[src/rtl/svt_link_pkg.sv]
// Shared SVT cable definitions: word width, end-event flag and polarity mask.
// The mezzanine receive path imports the same package, so the encoding lives in one place.
package svt_link_pkg;

  localparam int SVT_DATA_W = 23;
  localparam int SVT_EE_BIT = 22;
  localparam logic [SVT_DATA_W-1:0] SVT_INV_MASK = 23'h666666;

  typedef logic [SVT_DATA_W-1:0] svt_word_t;

  // Cable polarity encoding; it is its own inverse, so decode uses the same function.
  function automatic svt_word_t svt_encode(input svt_word_t word);
    return word ^ SVT_INV_MASK;
  endfunction

endpackage

[src/rtl/svt_skid_fifo.sv]
// Small synchronous FIFO used as the transmit skid buffer.
// The read port is combinational; the caller registers the popped word.
module svt_skid_fifo #(
  parameter int W     = 23,
  parameter int DEPTH = 4,
  parameter int CW    = $clog2(DEPTH) + 1
) (
  input  logic          clk,
  input  logic          rst_n,
  input  logic          push,
  input  logic [W-1:0]  push_data,
  input  logic          pop,
  output logic [W-1:0]  pop_data,
  output logic [CW-1:0] count,
  output logic          empty,
  output logic          full
);

  localparam int AW = $clog2(DEPTH);

  logic [W-1:0]  mem_reg [DEPTH];
  logic [AW-1:0] wr_ptr_reg;
  logic [AW-1:0] rd_ptr_reg;
  logic [CW-1:0] count_reg;
  logic          do_push;
  logic          do_pop;

  assign empty    = (count_reg == '0);
  assign full     = (count_reg == CW'(DEPTH));
  assign do_push  = push & ~full;
  assign do_pop   = pop & ~empty;
  assign pop_data = mem_reg[rd_ptr_reg];
  assign count    = count_reg;

  // Storage array; no reset so it maps onto plain memory.
  always_ff @(posedge clk) begin
    if (do_push) mem_reg[wr_ptr_reg] <= push_data;
  end

  // Pointers wrap naturally because DEPTH is a power of two.
  always_ff @(posedge clk or negedge rst_n) begin
    if (!rst_n) begin
      wr_ptr_reg <= '0;
      rd_ptr_reg <= '0;
      count_reg  <= '0;
    end else begin
      if (do_push) wr_ptr_reg <= wr_ptr_reg + 1'b1;
      if (do_pop)  rd_ptr_reg <= rd_ptr_reg + 1'b1;
      case ({do_push, do_pop})
        2'b10:   count_reg <= count_reg + 1'b1;
        2'b01:   count_reg <= count_reg - 1'b1;
        default: count_reg <= count_reg;
      endcase
    end
  end

endmodule

[src/rtl/svt_link_tx.sv]
// SVT link transmitter: credit-based reads from the upstream FIFO into a skid
// buffer, HOLD-gated draining onto the cable with polarity encoding and strobe.
module svt_link_tx
  import svt_link_pkg::*;
#(
  parameter int                DATA_W     = SVT_DATA_W,
  parameter int                HOLD_SYNC  = 2,
  parameter int                SKID_DEPTH = 4,
  parameter logic [DATA_W-1:0] INV_MASK   = SVT_INV_MASK
) (
  input  logic              clk,
  input  logic              rst_n,
  input  logic              enable,
  input  logic              clear,
  input  logic [DATA_W-1:0] fifo_data,
  input  logic              fifo_valid,
  output logic              fifo_re,
  input  logic              hold_in,
  output logic [DATA_W-1:0] tx_data,
  output logic              tx_ds,
  output logic [15:0]       event_count,
  output logic [15:0]       hold_cycles,
  output logic              overflow_err
);

  localparam int CW = $clog2(SKID_DEPTH) + 1;

  logic [HOLD_SYNC-1:0] sync_reg;
  logic                 hold_s;
  logic                 pending_reg;
  logic                 run_reg;
  logic [CW-1:0]        count;
  logic                 empty;
  logic                 full;
  logic [DATA_W-1:0]    pop_data;
  logic                 push;
  logic                 pop;
  logic [CW:0]          inflight;
  logic [DATA_W-1:0]    tx_data_reg;
  logic                 tx_ds_reg;
  logic [15:0]          event_count_reg;
  logic [15:0]          hold_cycles_reg;
  logic                 overflow_reg;

  assign hold_s = sync_reg[HOLD_SYNC-1];

  // Words already requested (pending) count against the buffer so a read is
  // only issued when its data is guaranteed a slot. run_reg keeps reads off
  // while reset is asserted.
  assign inflight = {1'b0, count} + {{CW{1'b0}}, pending_reg};
  assign fifo_re  = run_reg & enable & ~hold_s & (inflight < (CW+1)'(SKID_DEPTH));

  assign push = fifo_valid & ~full;
  assign pop  = ~empty & ~hold_s;

  svt_skid_fifo #(
    .W     (DATA_W),
    .DEPTH (SKID_DEPTH),
    .CW    (CW)
  ) u_skid (
    .clk       (clk),
    .rst_n     (rst_n),
    .push      (push),
    .push_data (fifo_data),
    .pop       (pop),
    .pop_data  (pop_data),
    .count     (count),
    .empty     (empty),
    .full      (full)
  );

  // Metastability chain on the asynchronous HOLD line.
  always_ff @(posedge clk or negedge rst_n) begin
    if (!rst_n) sync_reg <= '0;
    else        sync_reg <= {sync_reg[HOLD_SYNC-2:0], hold_in};
  end

  // Read-in-flight tracking and the post-reset run flag.
  always_ff @(posedge clk or negedge rst_n) begin
    if (!rst_n) begin
      pending_reg <= 1'b0;
      run_reg     <= 1'b0;
    end else begin
      pending_reg <= fifo_re;
      run_reg     <= 1'b1;
    end
  end

  // Cable output register: encoded word plus one-cycle strobe per pop.
  always_ff @(posedge clk or negedge rst_n) begin
    if (!rst_n) begin
      tx_data_reg <= '0;
      tx_ds_reg   <= 1'b0;
    end else begin
      tx_ds_reg <= pop;
      if (pop) tx_data_reg <= pop_data ^ INV_MASK;
    end
  end

  // Saturating status counters and sticky overflow; clear has priority.
  always_ff @(posedge clk or negedge rst_n) begin
    if (!rst_n) begin
      event_count_reg <= '0;
      hold_cycles_reg <= '0;
      overflow_reg    <= 1'b0;
    end else if (clear) begin
      event_count_reg <= '0;
      hold_cycles_reg <= '0;
      overflow_reg    <= 1'b0;
    end else begin
      if (pop && pop_data[SVT_EE_BIT] && event_count_reg != 16'hFFFF)
        event_count_reg <= event_count_reg + 16'd1;
      if (hold_s && hold_cycles_reg != 16'hFFFF)
        hold_cycles_reg <= hold_cycles_reg + 16'd1;
      if (fifo_valid && full)
        overflow_reg <= 1'b1;
    end
  end

  assign tx_data      = tx_data_reg;
  assign tx_ds        = tx_ds_reg;
  assign event_count  = event_count_reg;
  assign hold_cycles  = hold_cycles_reg;
  assign overflow_err = overflow_reg;

endmodule
[config.mk]
export PLATFORM = sky130hd
export DESIGN_NAME = svt_link_tx
export DESIGN_NICKNAME = d
export VERILOG_FILES = /design/src/rtl/svt_link_pkg.sv /design/src/rtl/svt_skid_fifo.sv /design/src/rtl/svt_link_tx.sv
export SDC_FILE = /design/constraint.sdc
export NUM_CORES = 1
export LEC_CHECK = 0
export CAP_MARGIN = 20
export CORE_MARGIN = 5
export CORE_UTILIZATION = 49
export CTS_BUF_LIST = sky130_fd_sc_hd__clkbuf_16
export DETAILED_ROUTE_END_ITERATION = 8
export GPL_ROUTABILITY_DRIVEN = 0
export PLACE_DENSITY = 0.75
export SLEW_MARGIN = 30
export SYNTH_ARGS = -nofsm -noshare
export SYNTH_HDL_FRONTEND = slang
export SYNTH_SLANG_ARGS = --single-unit
[constraint.sdc]
create_clock -name clk -period 2.8 [get_ports clk]
set_input_delay 0.28 -clock clk [delete_from_list [all_inputs] [get_ports clk]]
set_output_delay 0.28 -clock clk [all_outputs]
set_load 0.01 [all_outputs]
**Yosys cells after proc, flatten, opt, wreduce, memory -nomap -nowiden**

Memory sizes are Yosys's and may differ from the RTL's.
Index checks and enable logic that the tools add are counted.

- Output and inout bits: 58
- RAM bits: 92
- Word-level logic and storage cells: 54
- Register bits after elaboration: 68
- Memories: 1
- Input bits: 29

Memories:

| memory | words | bits a word | read ports | clocked after memory_dff | write ports | RTL line | RTL |
|---|---|---|---|---|---|---|---|
| u_skid.mem_reg | 4 | 23 | 1 | 0 | 1 | svt_skid_fifo.sv:21 | `logic [W-1:0] mem_reg [DEPTH];` |

- Multiplexer cells: 9
- Equal/unequal tests: 5
- Bitwise gates (word level): 11
- $lt $le $gt $ge: 1
- Add/subtract/negate cells: 7
- Reduce and logical (&&, ||, !) cells: 9

Operators by type and width:

| cell | count |
|---|---|
| 16-bit 2-to-1 mux | 4 |
| 16-bit by 1-bit adder with 16-bit output, second input constant | 2 |
| 16-bit != test, second input constant | 2 |
| 12-bit inverter | 1 |
| 2-bit nonzero test | 4 |
| 1-bit bitwise AND | 7 |
| 3-bit case mux with 2 select lines | 1 |
| 2-bit by 1-bit adder with 2-bit output, second input constant | 2 |
| 3-bit by 1-bit adder with 4-bit output | 1 |
| 1-bit logical AND | 4 |
| 4-bit by 3-bit < comparator with 1-bit output, second input constant | 1 |
| 1-bit 2-to-1 mux | 4 |
| 3-bit by 1-bit adder with 3-bit output, second input constant | 1 |
| 3-bit equality test, second input constant | 1 |
| 3-bit zero test | 1 |
| 1-bit inverter | 3 |
| 3-bit by 1-bit subtractor with 3-bit output, second input constant | 1 |
| 2-bit by 1-bit equality test with 1-bit output, second input constant | 1 |
| 2-bit equality test, second input constant | 1 |

**Depth between registers and ports, before layout**

- Depth after elaboration: 7
- Depth in mapped cells: 10
- Gate-level depth less buffers: 9

**Cells and area by module**

A second synthesis with hierarchy kept.

- Cells, all modules: 459
- Area, all modules: 6708.9 um^2

By module, submodules not included:

| module | cells each | area each (um^2) | instances | seq. area each (um^2) |
|---|---|---|---|---|
| svt_skid_fifo | 158 | 3791.1 | 1 | 2937.8 |
| svt_link_tx | 301 | 2917.8 | 1 | 1526.5 |

**Worst setup path before layout**

No wires, ideal clock.

- Path kind: register -> register
- Start: register sync_reg[1]
- End: register u_skid.count_reg[2], in the netlist u_skid.count[2]
- Cell stages (with the launch flop): 11
- Required time: 2.721 ns
- Period minus slack after synthesis: 2.738 ns
- Library setup time: 0.079 ns
- Arrival: 2.658 ns
- Path buffers: 3
- Setup slack: 0.062 ns
- Cells stage by stage: dfrtp_1 > clkbuf_1 > nor2_1 > clkbuf_1 > clkbuf_1 > ha_1 > inv_1 > fa_1 > xor2_1 > nor2_1 > xor2_1

- Longest elaborated chain between the ends: 5
- Elaborated cells between the ends (all ways): 7
- Classes of those cells: eq/ne: 2; mux: 1; bitwise: 3; reduce/logical: 1

RTL lines:

| item | RTL line | RTL |
|---|---|---|
| from (decl) | svt_link_tx.sv:28 | `logic [HOLD_SYNC-1:0] sync_reg;` |
| from (signal assigned) | svt_link_tx.sv:75 | `else sync_reg <= {sync_reg[HOLD_SYNC-2:0], hold_in};` |
| 1-bit inverter * | svt_link_tx.sv:54 | `assign pop = ~empty & ~hold_s;` |
| 1-bit bitwise AND * | svt_link_tx.sv:54 |  |
| via pop | svt_link_tx.sv:37 | `logic pop;` |
| 1-bit bitwise AND * | svt_skid_fifo.sv:31 | `assign do_pop = pop & ~empty;` |
| 2-bit by 1-bit equality test with 1-bit output / 2-bit equality test (equally long branches) | svt_skid_fifo.sv:49 | `case ({do_push, do_pop})` |
| 3-bit case mux with 2 select lines / 2-bit nonzero test (equally long branches) | - |  |
| to (signal assigned) | svt_skid_fifo.sv:50 | `2'b10: count_reg <= count_reg + 1'b1;` |
| to (signal assigned) | svt_skid_fifo.sv:51 | `2'b01: count_reg <= count_reg - 1'b1;` |
| to (signal assigned) | svt_skid_fifo.sv:52 | `default: count_reg <= count_reg;` |
| to (decl) | svt_skid_fifo.sv:24 | `logic [CW-1:0] count_reg;` |

Mark *: on every way through the listed nets, which the timed path passes. The rest lies on a longest branch.
A chain may end at the register's enable or synchronous reset.

**Worst setup path in the final report**

- Start: register u_skid.rd_ptr_reg[0]
- End: register event_count_reg[5], in the netlist event_count[5]

- Longest elaborated chain between the ends: 4

RTL lines:

| item | RTL line | RTL |
|---|---|---|
| from (decl) | svt_skid_fifo.sv:23 | `logic [AW-1:0] rd_ptr_reg;` |
| from (signal assigned) | svt_skid_fifo.sv:48 | `if (do_pop) rd_ptr_reg <= rd_ptr_reg + 1'b1;` |
| memory 4 x 23 bit | - |  |
| 1-bit logical AND (2 in a row) | svt_link_tx.sv:111 | `if (pop && pop_data[SVT_EE_BIT] && event_count_reg != 16'hFFFF)` |
| 2-bit nonzero test (no line) | - |  |
| to (signal assigned) | svt_link_tx.sv:112 | `event_count_reg <= event_count_reg + 16'd1;` |
| to (decl) | svt_link_tx.sv:41 | `logic [15:0] event_count_reg;` |

Every way passes these cells.

==> impl_metrics.json <==
{
  "max_freq_mhz": 423.2,
  "viasPerCell": 5.612,
  "worst_setup_path_start_kind": "register",
  "finalHoldWorstSlack_ns": 0.3220,
  "portBuffers": 86,
  "dr.pass1.iters": 6,
  "grt_max_degree": 69,
  "powerDensity_nw_per_um2": 882.3,
  "max_stage_delay_ns": 0.70,
  "rsz0062_at_grt": "no",
  "period_needed_ns": 2.363,
  "start_util_pct": 49.78,
  "nNetsFinal": 573,
  "drc_errors": 0,
  "n_antenna_cell": 0,
  "p_total_mw": 7.253,
  "critPathCaptureType": "register",
  "path_cells": "mux4_2, or3b_1, nor4_1, mux2_1",
  "max-clock-path-buffers": 2,
  "post_drt_wl_per_cell_um": 17.78,
  "outcome": "completed",
  "place_inst": 692,
  "fp.coreArea_um2": 13190,
  "hpwl_mm": 8.564,
  "tritoncts.num_buffers": 17,
  "worst-setup-path-type": "reg2reg",
  "crit_family": "simple AND/OR/NAND/NOR gates",
  "hp-class": "in2reg",
  "synth_compound_area_share_pct": 6.193,
  "pre_cts_ws_ns": 0.4425,
  "die_h_um": 125.8,
  "irDropWorstVdd_uv": 696.7,
  "io-pin-count": 87,
  "synth-edff-count": 92,
  "cts_sinks": 160,
  "p_leak_nw": 2.922,
  "fin_ws_ns": 0.4372,
  "path_clk_slew_ns": 0.06,
  "synth-simple-area-share_pct": 10.44,
  "finalHoldViolations": 0,
  "synth-seq-cells": 160,
  "place_area_um2": 7670,
  "netlist_area_um2": 6566,
  "syn_inst": 436,
  "synth_fp_nets": 473,
  "grt_pass1_vias": 4076,
  "postRouteAntennaNets": 0,
  "grt_overflow": 0,
  "finalClockSkew_ns": 0.006927,
  "avgSynthCellArea_um2": 15.06,
  "relSlewSlack_pct": 43.83,
  "root_buffer": "clkbuf_16",
  "muxShareOfSynthArea_pct": 10.77,
  "synthArstFlopShare_pct": 42.50,
  "groute.usage.overall_pct": 17.00,
  "cp.arrival_ns": 2.66,
  "grt_pass1_wl_mm": 21.20,
  "layout.cells.non_filler": 725,
  "max-cap-violations": 0,
  "cts_tree": "yes",
  "tns_ns": 0,
  "setup_violations": 0,
  "tightest_slew_ns": 0.8425,
  "synth_top_flop_cell": "edfxtp_1",
  "yosysWarningCount": 0,
  "required_ns": 3.10,
  "p_comb_share_pct": 26.5,
  "slew_viol_final": 0,
  "cts_resized": 0,
  "netSwitchingFraction_pct": 28.62,
  "cts_hold_buf": 0,
  "period_share_pct": 84.39,
  "drive_gt1_share_pct": 15.66,
  "crit_slowest_cell": "or3b_1",
  "yosysUniqueCellTypes": 47,
  "wl_mm": 12.89,
  "first_iter_violations": 310,
  "internal_power_mw": 5.178,
  "largest_reg_flops": 92,
  "yosysSeqAreaShare_pct": 67.99,
  "antenna_found_initial": 0,
  "rows": 42,
  "cts_setup_buffers": 0,
  "fillers": 998,
  "seqPwrFrac_pct": 45.0,
  "synth_top_family_by_area": "multiplexers",
  "cts_max_level": 4,
  "worstPathMaxFanout": 29,
  "fin_area_um2": 8220,
  "area_growth_pct": 25.19,
  "synth_xor_area_share_pct": 0.9337,
  "die-width_um": 125.8,
  "critPathBufInv": 0,
  "die_area_um2": 15820,
  "clkLatencyLatePin_ns": 0.42,
  "dr_total_vias": 4069,
  "power.switching_mw": 2.075,
  "clkPwrFrac_pct": 28.5,
  "yosys.area_share.adder_pct": 1.639,
  "final_util_pct": 62.32
}
-- cells by family after synthesis --
logic type,count (synthesis)
buf+inv,31
mux,40
fa+ha+maj,8
simple gates,120
other cells,1
xor+xnor,7
compound gates,69
flops,160
-- final timing paths --
check | from | endpoint | slack [ns] | cells after the start
hold / removal | hold_in | sync_reg[0] | 0.32 | 1
max in group asynchronous | rst_n | u_skid.rd_ptr_reg[0] | 1.88 | 2
setup / recovery | u_skid.rd_ptr_reg[0] | event_count[5] | 0.44 | 4
hold reg to reg | sync_reg[0] | sync_reg[1] | 0.35 | 0
setup reg to reg | u_skid.rd_ptr_reg[0] | event_count[5] | 0.44 | 4
min in group asynchronous | rst_n | event_count[8] | 0.45 | 2
-- cells in the final DEF (no fill, tap or decap), drive strengths merged, types with 2 or more instances in the layout --
master	Yosys	routed
a21oi	34	34
a31oi	2	2
and2	6	6
and3	3	3
buf	8	15
clkbuf	12	17
clkdlybuf4s50	0	85
clkinv	0	9
clkinvlp	0	2
dfrtp	68	68
edfxtp	92	92
ha	7	7
inv	11	15
mux2	15	15
mux2i	2	2
mux4	23	23
nand2	15	15
nand2b	4	4
nand3	9	9
nand4	12	12
nor2	24	24
nor2b	4	4
nor3	3	3
nor4	6	6
nor4b	2	2
o21a	2	2
o21ai	12	12
o31ai	13	13
or3	11	11
or4	16	16
xnor2	3	3
xor2	4	4
-- power by group through the flow --
stage	clock (mW)	sequential (mW)	combinational [mW]
finish	2.07	3.26	1.92
detailed placement	0	3.31	1.95
floorplan	0	3.33	1.11
CTS	2.12	3.26	1.97
global placement	0	3.28	1.90
global route	2.22	3.31	2.11
-- worst reg2reg max path: stages, from the launching register on --
cell     delay (ns)
dfrtp_2        0.41
mux4_2         0.32
or3b_1         0.70
nor4_1         0.46
mux2_1         0.35
-- metal layers --
layer	global-route usage (%)	vias up	share of wire, %
met1	22.43	2033	43
met2	27.41	135	49
met4	4.606	0	0.74
met3	5.673	12	7.0
li1	-	1889	-
met5	0	-	0
-- synth_stat cells, drive strengths merged, types with 3 or more instances --
cell type	number	area, um^2
mux2	15	168.9
and3	3	18.77
o21ai	12	60.06
xnor2	3	26.28
nor2	24	90.09
mux4	23	518.0
xor2	4	35.03
edfxtp	92	2763
dfrtp	68	1702
nand3	9	45.04
buf	8	43.79
or3	11	68.82
ha	7	87.58
o31ai	13	97.59
nand2	15	56.30
nand4	12	75.07
and2	6	37.54
nor4	6	43.79
or4	16	120.1
inv	11	41.29
a21oi	34	170.2
nor2b	4	25.02
nor3	3	15.01
nand2b	4	25.02
clkbuf	12	45.04
-- final cells by class --
| cell class | instances | area [um^2] | share of cell area, % |
|---|---|---|---|
| Clock buffer | 17 | 425.4 | 5.175 |
| Clock inverter | 15 | 111.4 | 1.355 |
| Inverter | 11 | 41.29 | 0.5023 |
| Multi-Input combinational cell | 245 | 1979 | 24.08 |
| Sequential cell | 160 | 4466 | 54.32 |
| Tap cell | 176 | 220.2 | 2.679 |
| Timing Repair Buffer | 101 | 977.2 | 11.89 |
Power figures use the tool's default switching activity.
